--- config.mk ---
export PLATFORM = sky130hd
export DESIGN_NAME = mem_wb_stage_flat
export DESIGN_NICKNAME = d
export VERILOG_FILES = /design/src/rtl/riscv_pkg.sv /design/src/rtl/mem_wb_stage_if.sv /design/src/rtl/load_formatter.sv /design/src/rtl/mem_wb_stage.sv /design/src/flat_wrapper.sv
export SDC_FILE = /design/constraint.sdc
export NUM_CORES = 1
export LEC_CHECK = 0
export BUFFER_PORTS_ARGS = -buffer_cell sky130_fd_sc_hd__buf_2
export CAP_MARGIN = 0
export CORE_MARGIN = 1
export CORE_UTILIZATION = 50
export CTS_BUF_LIST = sky130_fd_sc_hd__clkbuf_4 sky130_fd_sc_hd__clkbuf_8
export DETAILED_ROUTE_END_ITERATION = 8
export PLACE_DENSITY = 0.88
export SLEW_MARGIN = 20
export SYNTH_ARGS = -nofsm -noshare
export SYNTH_HDL_FRONTEND = slang
export SYNTH_HIERARCHICAL = 1
export SYNTH_SLANG_ARGS = --single-unit
--- constraint.sdc ---
create_clock -name clk -period 2 [get_ports clk]
set_input_delay 0.1 -clock clk [delete_from_list [all_inputs] [get_ports clk]]
set_output_delay 0.1 -clock clk [all_outputs]
set_load 0.02 [all_outputs]
--- src/rtl/riscv_pkg.sv ---
// Shared definitions for the core pipeline: writeback source select,
// load funct3 encodings and the MEM/WB stage state encoding.
package riscv_pkg;

  typedef enum logic [1:0] {
    WB_ALU  = 2'b00,
    WB_LOAD = 2'b01,
    WB_PC4  = 2'b10
  } wb_sel_e;

  localparam logic [2:0] F3_LB  = 3'b000;
  localparam logic [2:0] F3_LH  = 3'b001;
  localparam logic [2:0] F3_LW  = 3'b010;
  localparam logic [2:0] F3_LBU = 3'b100;
  localparam logic [2:0] F3_LHU = 3'b101;

  typedef enum logic {
    IDLE     = 1'b0,
    WAIT_RSP = 1'b1
  } mem_wb_state_e;

endpackage

--- src/rtl/mem_wb_stage_if.sv ---
// MEM -> MEM/WB handshake plus the data-memory response channel.
//   master : MEM stage / data memory side (drives instruction fields and response)
//   slave  : MEM/WB stage (drives in_ready)
// Signals:
//   in_valid, in_ready          instruction handshake
//   in_reg_write, in_rd         destination register and write enable
//   in_wb_sel, in_funct3        writeback source, load type
//   in_alu_result, in_pc_plus4  ALU result / load address, link value
//   mem_rsp_valid, mem_rsp_data load response from data memory
interface mem_wb_stage_if #(
  parameter int XLEN       = 32,
  parameter int REG_ADDR_W = 5
);
  logic                  in_valid;
  logic                  in_ready;
  logic                  in_reg_write;
  logic [REG_ADDR_W-1:0] in_rd;
  logic [1:0]            in_wb_sel;
  logic [2:0]            in_funct3;
  logic [XLEN-1:0]       in_alu_result;
  logic [XLEN-1:0]       in_pc_plus4;
  logic                  mem_rsp_valid;
  logic [XLEN-1:0]       mem_rsp_data;

  modport master (
    output in_valid, in_reg_write, in_rd, in_wb_sel, in_funct3,
           in_alu_result, in_pc_plus4, mem_rsp_valid, mem_rsp_data,
    input  in_ready
  );

  modport slave (
    input  in_valid, in_reg_write, in_rd, in_wb_sel, in_funct3,
           in_alu_result, in_pc_plus4, mem_rsp_valid, mem_rsp_data,
    output in_ready
  );
endinterface

--- src/rtl/load_formatter.sv ---
// Combinational load data formatter: selects byte/halfword from an aligned
// memory word by address offset and sign- or zero-extends it.
// Ports:
//   funct3  load type (LB/LH/LW/LBU/LHU; other codes behave as LW)
//   off     low address bits of the load
//   raw     aligned word returned by data memory
//   data    formatted XLEN result
module load_formatter
  import riscv_pkg::*;
#(
  parameter int XLEN = 32
) (
  input  logic [2:0]      funct3,
  input  logic [1:0]      off,
  input  logic [XLEN-1:0] raw,
  output logic [XLEN-1:0] data
);

  logic [7:0]  byte_sel;
  logic [15:0] half_sel;

  always_comb begin
    case (off)
      2'd0:    byte_sel = raw[7:0];
      2'd1:    byte_sel = raw[15:8];
      2'd2:    byte_sel = raw[23:16];
      default: byte_sel = raw[31:24];
    endcase

    // Misaligned halfwords only look at off[1]; trapping is the MEM stage's job.
    half_sel = off[1] ? raw[31:16] : raw[15:0];

    case (funct3)
      F3_LB:   data = {{(XLEN-8){byte_sel[7]}}, byte_sel};
      F3_LBU:  data = {{(XLEN-8){1'b0}}, byte_sel};
      F3_LH:   data = {{(XLEN-16){half_sel[15]}}, half_sel};
      F3_LHU:  data = {{(XLEN-16){1'b0}}, half_sel};
      default: data = raw;
    endcase
  end

endmodule

--- src/rtl/mem_wb_stage.sv ---
// MEM/WB pipeline stage. Accepts retiring instructions, waits for the
// data-memory response on loads, formats load data and drives the
// register-file write port (also used by EX-stage forwarding).
// Ports:
//   clk, reset     core clock, async active-high reset
//   bus            slave side of mem_wb_stage_if (handshake + memory response)
//   RegWrite       one-cycle register-file write pulse
//   writeReg       register-file write address (holds when not writing)
//   writeData      register-file write data (holds when not writing)
//   load_pending   high while a load waits for its response
module mem_wb_stage
  import riscv_pkg::*;
#(
  parameter int XLEN       = 32,
  parameter int REG_ADDR_W = 5
) (
  input  logic                  clk,
  input  logic                  reset,
  mem_wb_stage_if.slave         bus,
  output logic                  RegWrite,
  output logic [REG_ADDR_W-1:0] writeReg,
  output logic [XLEN-1:0]       writeData,
  output logic                  load_pending
);

  mem_wb_state_e         state;
  logic                  cap_reg_write;
  logic [REG_ADDR_W-1:0] cap_rd;
  logic [2:0]            cap_funct3;
  logic [1:0]            cap_off;
  logic [XLEN-1:0]       load_data;
  logic                  is_load;

  assign bus.in_ready = (state == IDLE);
  assign load_pending = (state == WAIT_RSP);
  assign is_load      = (bus.in_wb_sel == WB_LOAD);

  load_formatter #(.XLEN(XLEN)) u_fmt (
    .funct3 (cap_funct3),
    .off    (cap_off),
    .raw    (bus.mem_rsp_data),
    .data   (load_data)
  );

  always_ff @(posedge clk or posedge reset) begin
    if (reset) begin
      state         <= IDLE;
      RegWrite      <= 1'b0;
      writeReg      <= '0;
      writeData     <= '0;
      cap_reg_write <= 1'b0;
      cap_rd        <= '0;
      cap_funct3    <= '0;
      cap_off       <= '0;
    end else begin
      RegWrite <= 1'b0;
      case (state)
        IDLE: begin
          if (bus.in_valid) begin
            if (is_load) begin
              cap_reg_write <= bus.in_reg_write;
              cap_rd        <= bus.in_rd;
              cap_funct3    <= bus.in_funct3;
              cap_off       <= bus.in_alu_result[1:0];
              state         <= WAIT_RSP;
            end else if (bus.in_reg_write && (bus.in_rd != '0)) begin
              // Reserved wb_sel 11 falls through to the ALU result.
              RegWrite  <= 1'b1;
              writeReg  <= bus.in_rd;
              writeData <= (bus.in_wb_sel == WB_PC4) ? bus.in_pc_plus4
                                                     : bus.in_alu_result;
            end
          end
        end
        WAIT_RSP: begin
          if (bus.mem_rsp_valid) begin
            state <= IDLE;
            if (cap_reg_write && (cap_rd != '0)) begin
              RegWrite  <= 1'b1;
              writeReg  <= cap_rd;
              writeData <= load_data;
            end
          end
        end
        default: state <= IDLE;
      endcase
    end
  end

endmodule

--- src/flat_wrapper.sv ---
// flat-port wrapper written by rule: the top's interface ports become plain ports
module mem_wb_stage_flat import riscv_pkg::*;
#(
  parameter int XLEN       = 32,
  parameter int REG_ADDR_W = 5
)
  (clk, reset, RegWrite, writeReg, writeData, load_pending, bus_in_valid, bus_in_reg_write, bus_in_rd, bus_in_wb_sel, bus_in_funct3, bus_in_alu_result, bus_in_pc_plus4, bus_mem_rsp_valid, bus_mem_rsp_data, bus_in_ready);
  mem_wb_stage_if #(.XLEN(XLEN), .REG_ADDR_W(REG_ADDR_W)) bus_i ();
  input  logic clk;
  input  logic reset;
  output logic RegWrite;
  output logic [REG_ADDR_W-1:0] writeReg;
  output logic [XLEN-1:0] writeData;
  output logic load_pending;
  input wire logic [$bits(bus_i.in_valid)-1:0] bus_in_valid;
  input wire logic [$bits(bus_i.in_reg_write)-1:0] bus_in_reg_write;
  input wire logic [$bits(bus_i.in_rd)-1:0] bus_in_rd;
  input wire logic [$bits(bus_i.in_wb_sel)-1:0] bus_in_wb_sel;
  input wire logic [$bits(bus_i.in_funct3)-1:0] bus_in_funct3;
  input wire logic [$bits(bus_i.in_alu_result)-1:0] bus_in_alu_result;
  input wire logic [$bits(bus_i.in_pc_plus4)-1:0] bus_in_pc_plus4;
  input wire logic [$bits(bus_i.mem_rsp_valid)-1:0] bus_mem_rsp_valid;
  input wire logic [$bits(bus_i.mem_rsp_data)-1:0] bus_mem_rsp_data;
  output wire logic [$bits(bus_i.in_ready)-1:0] bus_in_ready;
  assign bus_i.in_valid = bus_in_valid;
  assign bus_i.in_reg_write = bus_in_reg_write;
  assign bus_i.in_rd = bus_in_rd;
  assign bus_i.in_wb_sel = bus_in_wb_sel;
  assign bus_i.in_funct3 = bus_in_funct3;
  assign bus_i.in_alu_result = bus_in_alu_result;
  assign bus_i.in_pc_plus4 = bus_in_pc_plus4;
  assign bus_i.mem_rsp_valid = bus_mem_rsp_valid;
  assign bus_i.mem_rsp_data = bus_mem_rsp_data;
  assign bus_in_ready = bus_i.in_ready;
  mem_wb_stage #(.XLEN(XLEN), .REG_ADDR_W(REG_ADDR_W)) u_core (.clk(clk), .reset(reset), .bus(bus_i), .RegWrite(RegWrite), .writeReg(writeReg), .writeData(writeData), .load_pending(load_pending));
endmodule
==> results_dict.tcl <==
set metrics [dict create \
    outcome "completed" \
    synth_nets 472 \
    synth-seq-cells 50 \
    p_clk_share_pct 13.8 \
    final_common_cell "buf_2" \
    grt_pass1_wl_um 16100 \
    intPower_mw 2.83 \
    yosysTopAreaCell "dfrtp_1" \
    clock.fmax_mhz 511 \
    final_cell_mix "buf_2 (150), dfrtp_1 (48), nand2_1 (39)" \
    drt_iter0_drc 398 \
    slew_violations 0 \
    synth_top_area_share_pct 34.1 \
    period_share_pct 97.8 \
    period_minus_slack_ps 1960 \
    cp-end-kind "flip-flop" \
    worstSetupStartpointType "flip-flop" \
    synth_area_per_cell_um2 10.2 \
    io_buffers 150 \
    die_area_um2 7680 \
    die_w_um 87.6 \
    powerDensity_nw_per_um2 993 \
    ir_drop_mv 0.661 \
    vias 3580 \
    seqPwrFrac_pct 33.0 \
    postLayoutCoreUtil_pct 69.1 \
    drive_gt1_share_pct 49.6 \
    worstPathRequired_ps 2200 \
    grt_usage_pct 27.3 \
    core_area_um2 6940 \
    crit_path_max_fanout 8 \
    register_area_um2 1250 \
    worst_slack_ps 44.7 \
    top_usage_layer "met2" \
    routabilityCongestion 0.922 \
    syn-instance-count 361 \
    min_path_type "in2reg" \
    antenna_found_initial 0 \
    cts_max_path_buffers 2 \
    die_h_um 87.6 \
    grt_use_met3_pct 5.18 \
    h-tree-depth 2 \
    tns_ps 0 \
    worstSetupPathType "reg2reg" \
    leakage_nw 2.26 \
    dp_hpwl_um 8040 \
    fill_cells 531 \
    crit_arrival_ps 2160 \
    synth_edf_count 0 \
    finalSetupViolations 0 \
    fin_nets 628 \
    synth_area_um2 3670 \
    grt_pass1_vias 3421 \
    switching_share_pct 40.6 \
    drt_pass1_iterations 6 \
    synth_cell_types 34 \
    met2_usage_pct 48.0 \
    drc 0 \
    diodes 0 \
    power_frac_comb_pct 53.1 \
    rows 30 \
    multi_input_area_um2 2180 \
    cts-root-buf "clkbuf_8" \
    wl_per_cell_um 18.1 \
    place_ws_ps 71.6 \
    clk_pin_slew_ps 100 \
    gr-total-overflow 0 \
    fin_skew_ps 7.99 \
    maxCapViolations 0 \
    switching_power_mw 1.94 \
    initial_core_util_pct 52.8 \
    cts_num_sinks 50 \
    ant_nets 0 \
    max_slew_margin_pct 72.0 \
    grt_max_degree 51 \
    yosysWarnings 6 \
    cts_tree "built" \
    drt_wl_total_um 11100 \
    clock_latency_ps 320 \
    io-pin-count 151 \
    async_flop_share_pct 100 \
    syn_to_final_growth_pct 30.9 \
    ys_seq_area_share_pct 34.1 \
    worst_slew_pin_slew_ps 420 \
    final-hold-violation-count 0 \
    grtUsageMet1_pct 33.8 \
    cts_buffers 5 \
    via_per_inst 5.83 \
    synthTopCellsByArea "dfrtp_1 (34%), mux2_2 (10%), mux2i_1 (9.3%), mux2_4 (8.6%), mux4_1 (5.0%)" \
    fin_total_pwr_mw 4.77 \
    synth_ff_type "dfrtp_1" \
]
-- path summary, 6_finish.rpt --
kind	from	cells past startpoint	slack, ps	endpoint
min in group asynchronous	reset	4	360	u_core/writeData[12]$_DFFE_PP0P_
min reg2reg	u_core/writeData[5]$_DFFE_PP0P_	1	520	u_core/writeData[5]$_DFFE_PP0P_
max	u_core/cap_off[0]$_DFFE_PP0P_	8	40	u_core/writeData[26]$_DFFE_PP0P_
max in group asynchronous	reset	4	1380	u_core/cap_off[1]$_DFFE_PP0P_
min	bus_in_funct3[2]	2	10	u_core/cap_funct3[2]$_DFFE_PP0P_
max reg2reg	u_core/cap_off[0]$_DFFE_PP0P_	8	40	u_core/writeData[26]$_DFFE_PP0P_
-- per-stage QoR --
stage,cell area (um^2),hold WS [ps],instances
6_report,4800,12.6,614
5_1_grt,4800,4.28,614
4_1_cts,4690,9.56,606
3_5_place_dp,4570,168,596
3_3_place_gp,4570,157,596
2_1_floorplan,3670,185,361
-- sequential cells by signal (all words and copies together) (netlist names) --
name / flops
u_core/writeData: 32
u_core/cap_rd: 5
u_core/writeReg: 5
u_core/cap_funct3: 3
u_core/cap_off: 2
u_core/RegWrite: 1
u_core/cap_reg_write: 1
u_core/load_pending: 1
-- cells in the mapped netlist, drive strengths merged (2+ instances only) --
library cell and n:
nor2 28, dfrtp 50, a221oi 2, nand2 39
mux4 7, o221ai 7, a311oi 7, inv 11
nand2b 2, clkbuf 10, or4 2, o21ai 34
mux2 55, a21oi 15, mux2i 34, buf 22
nor2b 11, o22ai 16
-- worst max-delay path: stages, from the launching register on --
cell and delay (ps):
dfrtp_1 450, mux2_4 340, a22oi_4 200, buf_4 170, buf_6 130, o22ai_1 80
nand2_1 90, o21ai_0 100, mux2_4 280
-- per-layer routing --
layer  wire length, um  vias to the layer above
met5                 0                        -
met4               229                        0
met2              5500                      245
met3              1030                       39
li1                  -                     1628
met1              4350                     1668
-- power groups by stage --
stage / Clock [mW] / Combinational [mW] / Sequential [mW]
6_report: 0.660 / 2.53 / 1.57
5_1_grt: 0.703 / 2.69 / 1.62
4_1_cts: 0.660 / 2.36 / 1.57
3_5_place_dp: 0 / 2.36 / 1.58
3_3_place_gp: 0 / 2.28 / 1.57
2_1_floorplan: 0 / 1.29 / 1.90
-- final cells by class --
type	instances	area share, %
Clock buffer	6	1.72
Clock inverter	2	0.365
Inverter	12	0.939
Multi-Input combinational cell	267	45.5
Sequential cell	50	26.1
Tap cell	96	2.50
Timing Repair Buffer	181	22.8
-- cells by family (layout without fill, tap and decap cells) --
logic type / Yosys count / count (layout) / synth area share, %
muxes: 96 / 96 / 33.3
AOI/OAI and AO/OA: 86 / 86 / 15.7
and+or+nand+nor: 85 / 85 / 10.0
DFF: 50 / 50 / 34.1
buffers and inverters: 44 / 201 / 6.79
-- what timing repair did --
action	CTS	global route
setup endpoints to repair	0	12
hold endpoints to repair	51	0
setup buffers	0	6
hold buffers	2	0
gates resized for setup	0	5
Note: power is estimated with default switching activity, not from simulation.
